### src/rtl/fetch_stage_if.sv
`default_nettype none
// ============================================================================
// fetch_stage_if : IF-stage bus bundle (HDU controls, ID redirect, imem, IF/ID)
// Revision 1.0
// ============================================================================
interface fetch_stage_if #(
    parameter int CNT_W = 16
);
    logic              PCWrite;
    logic              IF_ID_Write;
    logic              branch_taken_ID;
    logic [31:0]       branch_target_ID;
    logic [31:0]       imem_rdata;
    logic [31:0]       imem_addr;
    logic [31:0]       IF_ID_PC;
    logic [31:0]       IF_ID_PC4;
    logic [31:0]       IF_ID_Instr;
    logic              IF_ID_Valid;
    logic              misalign_err;
    logic [CNT_W-1:0]  stall_cnt;
    logic [CNT_W-1:0]  flush_cnt;

    // Environment side: HDU, ID stage and instruction memory.
    modport master (
        output PCWrite, IF_ID_Write, branch_taken_ID, branch_target_ID, imem_rdata,
        input  imem_addr, IF_ID_PC, IF_ID_PC4, IF_ID_Instr, IF_ID_Valid,
               misalign_err, stall_cnt, flush_cnt
    );

    // Fetch stage side.
    modport slave (
        input  PCWrite, IF_ID_Write, branch_taken_ID, branch_target_ID, imem_rdata,
        output imem_addr, IF_ID_PC, IF_ID_PC4, IF_ID_Instr, IF_ID_Valid,
               misalign_err, stall_cnt, flush_cnt
    );
endinterface
`default_nettype wire

### src/rtl/fetch_stage.sv
`default_nettype none
// ============================================================================
// fetch_stage : RV32I IF stage - PC, IF/ID register, redirect, stall/flush counters
// Revision 1.0
// ============================================================================
module fetch_stage #(
    parameter logic [31:0] RESET_PC  = 32'h0000_0000,
    parameter logic [31:0] NOP_INSTR = 32'h0000_0013,
    parameter int          CNT_W     = 16
) (
    input  wire logic     clk,
    input  wire logic     reset,
    fetch_stage_if.slave  bus
);

    typedef enum logic [0:0] {
        BOOT = 1'b0,
        RUN  = 1'b1
    } state_t;

    state_t            state_q;
    logic [31:0]       pc_q;
    logic [31:0]       ifid_pc_q;
    logic [31:0]       ifid_instr_q;
    logic              ifid_valid_q;
    logic              misalign_q;
    logic [CNT_W-1:0]  stall_cnt_q;
    logic [CNT_W-1:0]  flush_cnt_q;

    logic [31:0]       pc_inc_d;
    logic [31:0]       redirect_pc_d;
    logic [CNT_W-1:0]  stall_cnt_d;
    logic [CNT_W-1:0]  flush_cnt_d;

    assign pc_inc_d      = pc_q + 32'd4;
    // Low address bits are dropped so the PC always stays word aligned.
    assign redirect_pc_d = {bus.branch_target_ID[31:2], 2'b00};
    assign stall_cnt_d   = (&stall_cnt_q) ? stall_cnt_q : stall_cnt_q + CNT_W'(1);
    assign flush_cnt_d   = (&flush_cnt_q) ? flush_cnt_q : flush_cnt_q + CNT_W'(1);

    always_ff @(posedge clk) begin
        if (reset) begin
            state_q      <= BOOT;
            pc_q         <= RESET_PC;
            ifid_pc_q    <= 32'h0000_0000;
            ifid_instr_q <= NOP_INSTR;
            ifid_valid_q <= 1'b0;
            misalign_q   <= 1'b0;
            stall_cnt_q  <= '0;
            flush_cnt_q  <= '0;
        end else begin
            case (state_q)
                BOOT: begin
                    pc_q         <= pc_inc_d;
                    ifid_pc_q    <= pc_q;
                    ifid_instr_q <= bus.imem_rdata;
                    ifid_valid_q <= 1'b1;
                    state_q      <= RUN;
                end
                RUN: begin
                    if (bus.branch_taken_ID) begin
                        // Taken branch wins over any HDU freeze and squashes the wrong-path fetch.
                        pc_q         <= redirect_pc_d;
                        ifid_pc_q    <= pc_q;
                        ifid_instr_q <= NOP_INSTR;
                        ifid_valid_q <= 1'b0;
                        flush_cnt_q  <= flush_cnt_d;
                        if (bus.branch_target_ID[1:0] != 2'b00) begin
                            misalign_q <= 1'b1;
                        end
                    end else begin
                        if (bus.PCWrite) begin
                            pc_q <= pc_inc_d;
                        end else begin
                            stall_cnt_q <= stall_cnt_d;
                        end
                        if (bus.IF_ID_Write) begin
                            ifid_pc_q    <= pc_q;
                            ifid_instr_q <= bus.imem_rdata;
                            ifid_valid_q <= 1'b1;
                        end
                    end
                end
                default: state_q <= BOOT;
            endcase
        end
    end

    assign bus.imem_addr    = pc_q;
    assign bus.IF_ID_PC     = ifid_pc_q;
    assign bus.IF_ID_PC4    = ifid_pc_q + 32'd4;
    assign bus.IF_ID_Instr  = ifid_instr_q;
    assign bus.IF_ID_Valid  = ifid_valid_q;
    assign bus.misalign_err = misalign_q;
    assign bus.stall_cnt    = stall_cnt_q;
    assign bus.flush_cnt    = flush_cnt_q;

endmodule
`default_nettype wire

### src/flat_wrapper.sv
// flat-port wrapper written by rule: the top's interface ports become plain ports
module fetch_stage_flat 
#(
    parameter logic [31:0] RESET_PC  = 32'h0000_0000,
    parameter logic [31:0] NOP_INSTR = 32'h0000_0013,
    parameter int          CNT_W     = 16
)
  (clk, reset, bus_PCWrite, bus_IF_ID_Write, bus_branch_taken_ID, bus_branch_target_ID, bus_imem_rdata, bus_imem_addr, bus_IF_ID_PC, bus_IF_ID_PC4, bus_IF_ID_Instr, bus_IF_ID_Valid, bus_misalign_err, bus_stall_cnt, bus_flush_cnt);
  fetch_stage_if #(.CNT_W(CNT_W)) bus_i ();
  input  wire logic clk;
  input  wire logic reset;
  input wire logic [$bits(bus_i.PCWrite)-1:0] bus_PCWrite;
  input wire logic [$bits(bus_i.IF_ID_Write)-1:0] bus_IF_ID_Write;
  input wire logic [$bits(bus_i.branch_taken_ID)-1:0] bus_branch_taken_ID;
  input wire logic [$bits(bus_i.branch_target_ID)-1:0] bus_branch_target_ID;
  input wire logic [$bits(bus_i.imem_rdata)-1:0] bus_imem_rdata;
  output wire logic [$bits(bus_i.imem_addr)-1:0] bus_imem_addr;
  output wire logic [$bits(bus_i.IF_ID_PC)-1:0] bus_IF_ID_PC;
  output wire logic [$bits(bus_i.IF_ID_PC4)-1:0] bus_IF_ID_PC4;
  output wire logic [$bits(bus_i.IF_ID_Instr)-1:0] bus_IF_ID_Instr;
  output wire logic [$bits(bus_i.IF_ID_Valid)-1:0] bus_IF_ID_Valid;
  output wire logic [$bits(bus_i.misalign_err)-1:0] bus_misalign_err;
  output wire logic [$bits(bus_i.stall_cnt)-1:0] bus_stall_cnt;
  output wire logic [$bits(bus_i.flush_cnt)-1:0] bus_flush_cnt;
  assign bus_i.PCWrite = bus_PCWrite;
  assign bus_i.IF_ID_Write = bus_IF_ID_Write;
  assign bus_i.branch_taken_ID = bus_branch_taken_ID;
  assign bus_i.branch_target_ID = bus_branch_target_ID;
  assign bus_i.imem_rdata = bus_imem_rdata;
  assign bus_imem_addr = bus_i.imem_addr;
  assign bus_IF_ID_PC = bus_i.IF_ID_PC;
  assign bus_IF_ID_PC4 = bus_i.IF_ID_PC4;
  assign bus_IF_ID_Instr = bus_i.IF_ID_Instr;
  assign bus_IF_ID_Valid = bus_i.IF_ID_Valid;
  assign bus_misalign_err = bus_i.misalign_err;
  assign bus_stall_cnt = bus_i.stall_cnt;
  assign bus_flush_cnt = bus_i.flush_cnt;
  fetch_stage #(.RESET_PC(RESET_PC), .NOP_INSTR(NOP_INSTR), .CNT_W(CNT_W)) u_core (.clk(clk), .reset(reset), .bus(bus_i));
endmodule
### config.mk
export PLATFORM = sky130hd
export DESIGN_NAME = fetch_stage_flat
export DESIGN_NICKNAME = d
export VERILOG_FILES = /design/src/rtl/fetch_stage_if.sv /design/src/rtl/fetch_stage.sv /design/src/flat_wrapper.sv
export SDC_FILE = /design/constraint.sdc
export NUM_CORES = 1
export LEC_CHECK = 0
export CAP_MARGIN = 20
export CORE_MARGIN = 5
export CORE_UTILIZATION = 35
export CTS_CLUSTER_DIAMETER = 120
export DETAILED_ROUTE_END_ITERATION = 8
export PLACE_DENSITY = 0.73
export SETUP_SLACK_MARGIN = 0.5
export SLEW_MARGIN = 20
export SYNTH_ARGS = -nofsm -noshare
export SYNTH_HDL_FRONTEND = slang
export SYNTH_SLANG_ARGS = --single-unit
### constraint.sdc
create_clock -name clk -period 3 [get_ports clk]
set_clock_uncertainty 0.05 [all_clocks]
set_input_delay 0.6 -clock clk [delete_from_list [all_inputs] [get_ports clk]]
set_output_delay 0.6 -clock clk [all_outputs]
set_load 0.02 [all_outputs]
After elaboration in Yosys (flattened, before gate mapping)
Cells that the tools add are included.
- input port bits: 69
- flip-flop bits (word level): 131
- word-level logic and storage cells: 38
- output and inout bits: 162
- equal/unequal tests: 2
- bitwise gates (word level): 5
- multiplexer cells: 13
- reductions and logical operators: 6
- $add $sub $neg: 4
- operators by type and width (kind ; count):
    $mux W32 ; 6
    $pmux W32 S2 ; 3
    $add A32 B3 Y32 const B ; 2
    $add A16 B1 Y16 const B ; 2
    $reduce_and A16 Y1 ; 2
    $ne A3 B3 Y1 const B ; 2
    $reduce_and A3 Y1 ; 2
    $not A1 Y1 ; 5
    $reduce_and A4 Y1 ; 1
    $mux W1 ; 3
    $pmux W1 S2 ; 1
    $reduce_bool A2 Y1 ; 1

Depth between registers and ports, before layout
- depth in word-level cells: 4
- gate-level depth with buffers: 7
- mapped depth without buffers: 6

Least setup slack after synthesis
Ideal clock, no wire load.
- kind: register -> output
- from: reg u_core.ifid_pc_q[7], in the netlist u_core.bus.IF_ID_PC[7]
- to: out bus_IF_ID_PC4[25]
- stages on the path, launching flop included: 6
- data arrival time: 2.088 ns
- setup slack: 0.262 ns
- data required time: 2.350 ns
- buffers on the path: 0
- cell sequence: dfxtp_1 and4_1 or3b_2 nor3_2 nand3_1 xnor2_1
- cells in the longest elaborated chain, start to end: 1
- ends and longest elaborated chain (item ; line ; text):
    from (decl) ; fetch_stage.sv:23 ; logic [31:0] ifid_pc_q;
    from (signal assigned) ; fetch_stage.sv:55 ; ifid_pc_q <= pc_q;
    from (signal assigned) ; fetch_stage.sv:64 ; ifid_pc_q <= pc_q;
    from (signal assigned) ; fetch_stage.sv:78 ; ifid_pc_q <= pc_q;
    $add A32 B3 Y32 ; fetch_stage.sv:91 ; assign bus.IF_ID_PC4 = ifid_pc_q + 32'd4;
    to (decl) ; flat_wrapper.sv:19 ; output wire logic [$bits(bus_i.IF_ID_PC4)-1:0] bus_IF_ID_PC4;
No other way between the ends.

Worst setup path in the final report
Ends and elaborated chain as after synthesis.

==> metrics.md <==
| Metric | Value |
|---|---|
| Yosys cell types | `56` |
| Synth Area in Simple Gates | `0.294` |
| Post-synthesis area per instance | `7.77 um2` |
| Cell Pwr Density | `462 mW/mm2` |
| H-tree lvl count | `4` |
| Crit-path cells | `and4_1, or3b_4, nor3_4, buf_6, buf_6, nand3_4, xnor2_2, buf_4` |
| Wirelength per Cell | `16.7 um` |
| First-pass GRT wire length | `33000 um` |
| Detail Route Antenna Nets | `0` |
| Post-synthesis register bit count | `127` |
| Leakage | `0.00368 uW` |
| Drt initial violations | `425` |
| Largest net degree at the start of global routing | `82` |
| CTS tree | `done` |
| Setup CP Type | `reg -> out` |
| R2r setup slk | `0.69 ns` |
| Initial antenna violation count | `4` |
| CP Max Fanout | `3` |
| # DRC | `0` |
| Initial core utilization | `0.359` |
| Post-synth ARST share | `0` |
| Setup TNS | `0 ns` |
| Max-capacitance violation count | `0` |
| Worst reg2reg path depth | `6` |
| R2R Path Start | `u_core.bus.imem_addr[2]` |
| CP dominant cell by count | `buf_6` |
| Top cells by area, synth | `dfxtp_1 (41%), nand2_1 (8.8%), a21oi_1 (6.0%), nand3_1 (5.4%), nor2_1 (4.4%)` |
| Chip Height | `143 um` |
| Adder-Cell Fraction of Synth Area | `0.00804` |
| Worst Max-Slew Pin Slew | `0.865 ns` |
| Final hold violations | `0` |
| Crit start category | `register` |
| GRT overflow | `0` |
| Vias | `6646` |
| Hpwl dp | `14900 um` |
| Overall Global Routing Usage | `0.200` |
| Mux cell area share after synthesis | `0.00804` |
| Site Rows | `48` |
| Crit path time final | `2.78 ns` |
| Placed instance area | `0.00890 mm2` |
| Final Wtd Congestion | `0.843` |
| Drt first pass iters | `5` |
| Slowest CP cell | `or3b_4` |
| Crit path DAT | `2.13 ns` |
| CP peak stage delay | `0.42 ns` |
| Synthesis-to-finish area growth | `54.6%` |
| Fmax | `360 MHz` |
| Share of the yosys chip area belonging to registers | `0.409` |
| CTS max path bufs | `2` |
| Finished Core Util | `0.554` |
| Buf+Inv Stages, Crit Path | `3` |
| Max VDD drop | `0.360 mV` |
| Layout fillers | `1620` |
| Worst Setup SP | `u_core.bus.IF_ID_PC[7]` |
| Hold Startpoint | `u_core.bus.misalign_err` |
| Ports | `231` |
| Post-synth top cells | `nand2_1 (146), dfxtp_1 (127), a21oi_1 (75), nor2_1 (73), nand3_1 (67)` |
| Core Area | `0.0174 mm2` |
| Die ar. | `0.0205 mm2` |
| Post-CTS Hold Fix Bufs | `0` |
| Most frequent cell after synthesis | `nand2_1` |
| Max-slew violations | `0` |
| Worst Path Required | `2.35 ns` |
| RSZ-0062 raised after global routing | `true` |
| Hold_ws | `0.395 ns` |
| Worst-path clk slew | `0.05 ns` |
| Synth top area share | `0.409` |
| Share of post-route cells with drive strength above 1 | `0.133` |
| Final setup vio count | `0` |
| Crit. End Element | `output port` |
| R2r endpoint | `u_core.bus.imem_addr[30]` |
| Via density | `5.22` |
| Headroom to the max-slew limit | `0.423` |
| Num Clock Sinks | `127` |
| Clk_lat worst skew | `0.41 ns` |
| Final nets | `1110` |
| Main combinational cell family by area after synthesis | `simple AND/OR/NAND/NOR gates` |
| Die width | `143 um` |
| Synth Area in Compound Gates | `0.162` |
| Port Buf Inserts | `224` |
| Top FF cell, synth | `dfxtp_1` |
| Fin area | `0.00962 mm2` |
| Total CTS buffers | `17` |
| Status | `finished clean` |
| Worst path top cell family by delay | `simple AND/OR/NAND/NOR gates` |
| Synthesized area | `0.00622 mm2` |
| Vias in the first global route | `6249` |
| Post-Route WL | `21300 um` |
| Post-synthesis xor/xnor area fraction | `0.0774` |
| Hold Crit Class | `reg -> reg` |
| Setup crit end | `bus_IF_ID_PC4[25]` |
| CP Depth | `8` |
| Ys Warns | `0` |
| Final Cycle Share | `0.927` |
| Post-synth EDFFs | `0` |
| Largest area contributor in the netlist | `dfxtp_1` |
| Clock Tree Root | `clkbuf_16` |
| Cells after Synth | `801` |
[per-stage QoR]
stage | setup slack (ns) | instances | total power, uW
4_1_cts | 0.137 | 1269 | 4490
3_5_place_dp | 0.0844 | 1232 | 2530
2_1_floorplan | 0.495 | 806 | 2180
5_1_grt | 0.108 | 1274 | 4630
6_report | 0.219 | 1274 | 4450
3_3_place_gp | 0.113 | 1232 | 2520
[worst register-to-register path, stage by stage (launching register included)]
cell and delay (ns):
dfxtp_1 0.36, ha_1 0.21, nand3_1 0.18, nor4_2 0.71
nand3_1 0.36, o21ai_0 0.25, o31ai_1 0.09
[worst min path at each step]
stage | to | slack [ns] | cells after the start
2_1_floorplan | u_core.bus.IF_ID_PC[10] | 0.45 | 2
3_3_place_gp | u_core.bus.misalign_err | 0.39 | 2
3_5_place_dp | u_core.bus.IF_ID_Instr[26] | 0.39 | 2
4_1_cts | u_core.bus.IF_ID_Instr[26] | 0.40 | 2
5_1_grt | u_core.bus.IF_ID_Instr[19] | 0.42 | 2
6_report | u_core.bus.misalign_err | 0.40 | 2
[cell usage in the layout (no fill, tap or decap), types with 4 or more instances in the layout]
cell type | netlist | routed
clkdlybuf4s50_1 | 0 | 195
nand2_1 | 146 | 141
dfxtp_1 | 127 | 120
a21oi_1 | 75 | 75
nor2_1 | 73 | 67
nand3_1 | 67 | 64
buf_4 | 6 | 54
xor2_1 | 28 | 28
nand4_1 | 24 | 24
o21ai_0 | 22 | 22
clkbuf_16 | 0 | 17
a22oi_1 | 15 | 15
and3_1 | 15 | 15
xnor2_1 | 27 | 15
nor3_1 | 14 | 14
xnor2_2 | 0 | 12
a31oi_1 | 8 | 8
inv_1 | 8 | 8
o31ai_1 | 8 | 8
or3_1 | 7 | 7
o22ai_1 | 7 | 7
a22o_1 | 7 | 7
dfxtp_2 | 0 | 7
and4_1 | 8 | 6
conb_1 | 1 | 6
dlygate4sd2_1 | 0 | 6
a211oi_1 | 5 | 5
and2_1 | 6 | 5
nand2_2 | 0 | 5
mux2i_1 | 5 | 5
clkbuf_8 | 0 | 5
nor2_4 | 0 | 4
a221o_1 | 4 | 4
clkinv_2 | 0 | 4
buf_6 | 0 | 4
[power by group]
part | internal (uW) | switching, uW | leakage [uW]
combinational | 317 | 340 | 0.00236
sequential | 1760 | 77.6 | 0.00104
clock | 1230 | 720 | 0.000278
[flip-flops by register name (all words and copies together) (netlist names)]
| signal | count |
|---|---|
| u_core.bus.stall_cnt | 16 |
| u_core.bus.IF_ID_Valid | 1 |
| u_core.bus.IF_ID_Instr | 32 |
| u_core.bus.misalign_err | 1 |
| u_core.bus.flush_cnt | 16 |
| u_core.bus.IF_ID_PC | 30 |
| u_core.state_q | 1 |
| u_core.bus.imem_addr | 30 |
[layout make-up]
| class | count | area [um2] | area share |
|---|---|---|---|
| Inverter | 8 | 30.0 | 0.00312 |
| Clock inverter | 6 | 57.6 | 0.00598 |
| Tap cell | 225 | 282 | 0.0293 |
| Clock buffer | 24 | 502 | 0.0521 |
| Antenna cell | 1 | 2.50 | 0.000260 |
| Multi-Input combinational cell | 617 | 3640 | 0.378 |
| Sequential cell | 127 | 2550 | 0.265 |
| Timing Repair Buffer | 266 | 2560 | 0.266 |
[metal layers]
metal | routed length [um] | global-route usage | share of wire | vias up
li1 | - | - | - | 3306
met1 | 9180 | 0.261 | 0.43 | 3089
met2 | 10100 | 0.323 | 0.47 | 213
met5 | 33 | 0 | 0.0016 | -
met4 | 351 | 0.0525 | 0.016 | 6
met3 | 1640 | 0.0622 | 0.077 | 32
[kinds of logic (layout without fill, tap and decap cells)]
family | count (synthesis) | count (layout)
other | 1 | 7
flip-flops | 127 | 127
XOR/XNOR | 55 | 55
AO/OA/AOI/OAI | 164 | 164
AND/OR/NAND/NOR | 383 | 383
multiplexers | 5 | 5
adder cells (fa/ha/maj) | 4 | 4
buffers and inverters | 62 | 304
[timing repair]
| item | in CTS | in global routing |
|---|---|---|
| hold endpoints to repair | 0 | 0 |
| cloned | 0 | 0 |
| setup buffers | 7 | 4 |
| resized for setup | 116 | 24 |
| pin swaps | 15 | 6 |
| setup endpoints to repair | 26 | 22 |
(Power assumes the default switching activity.)
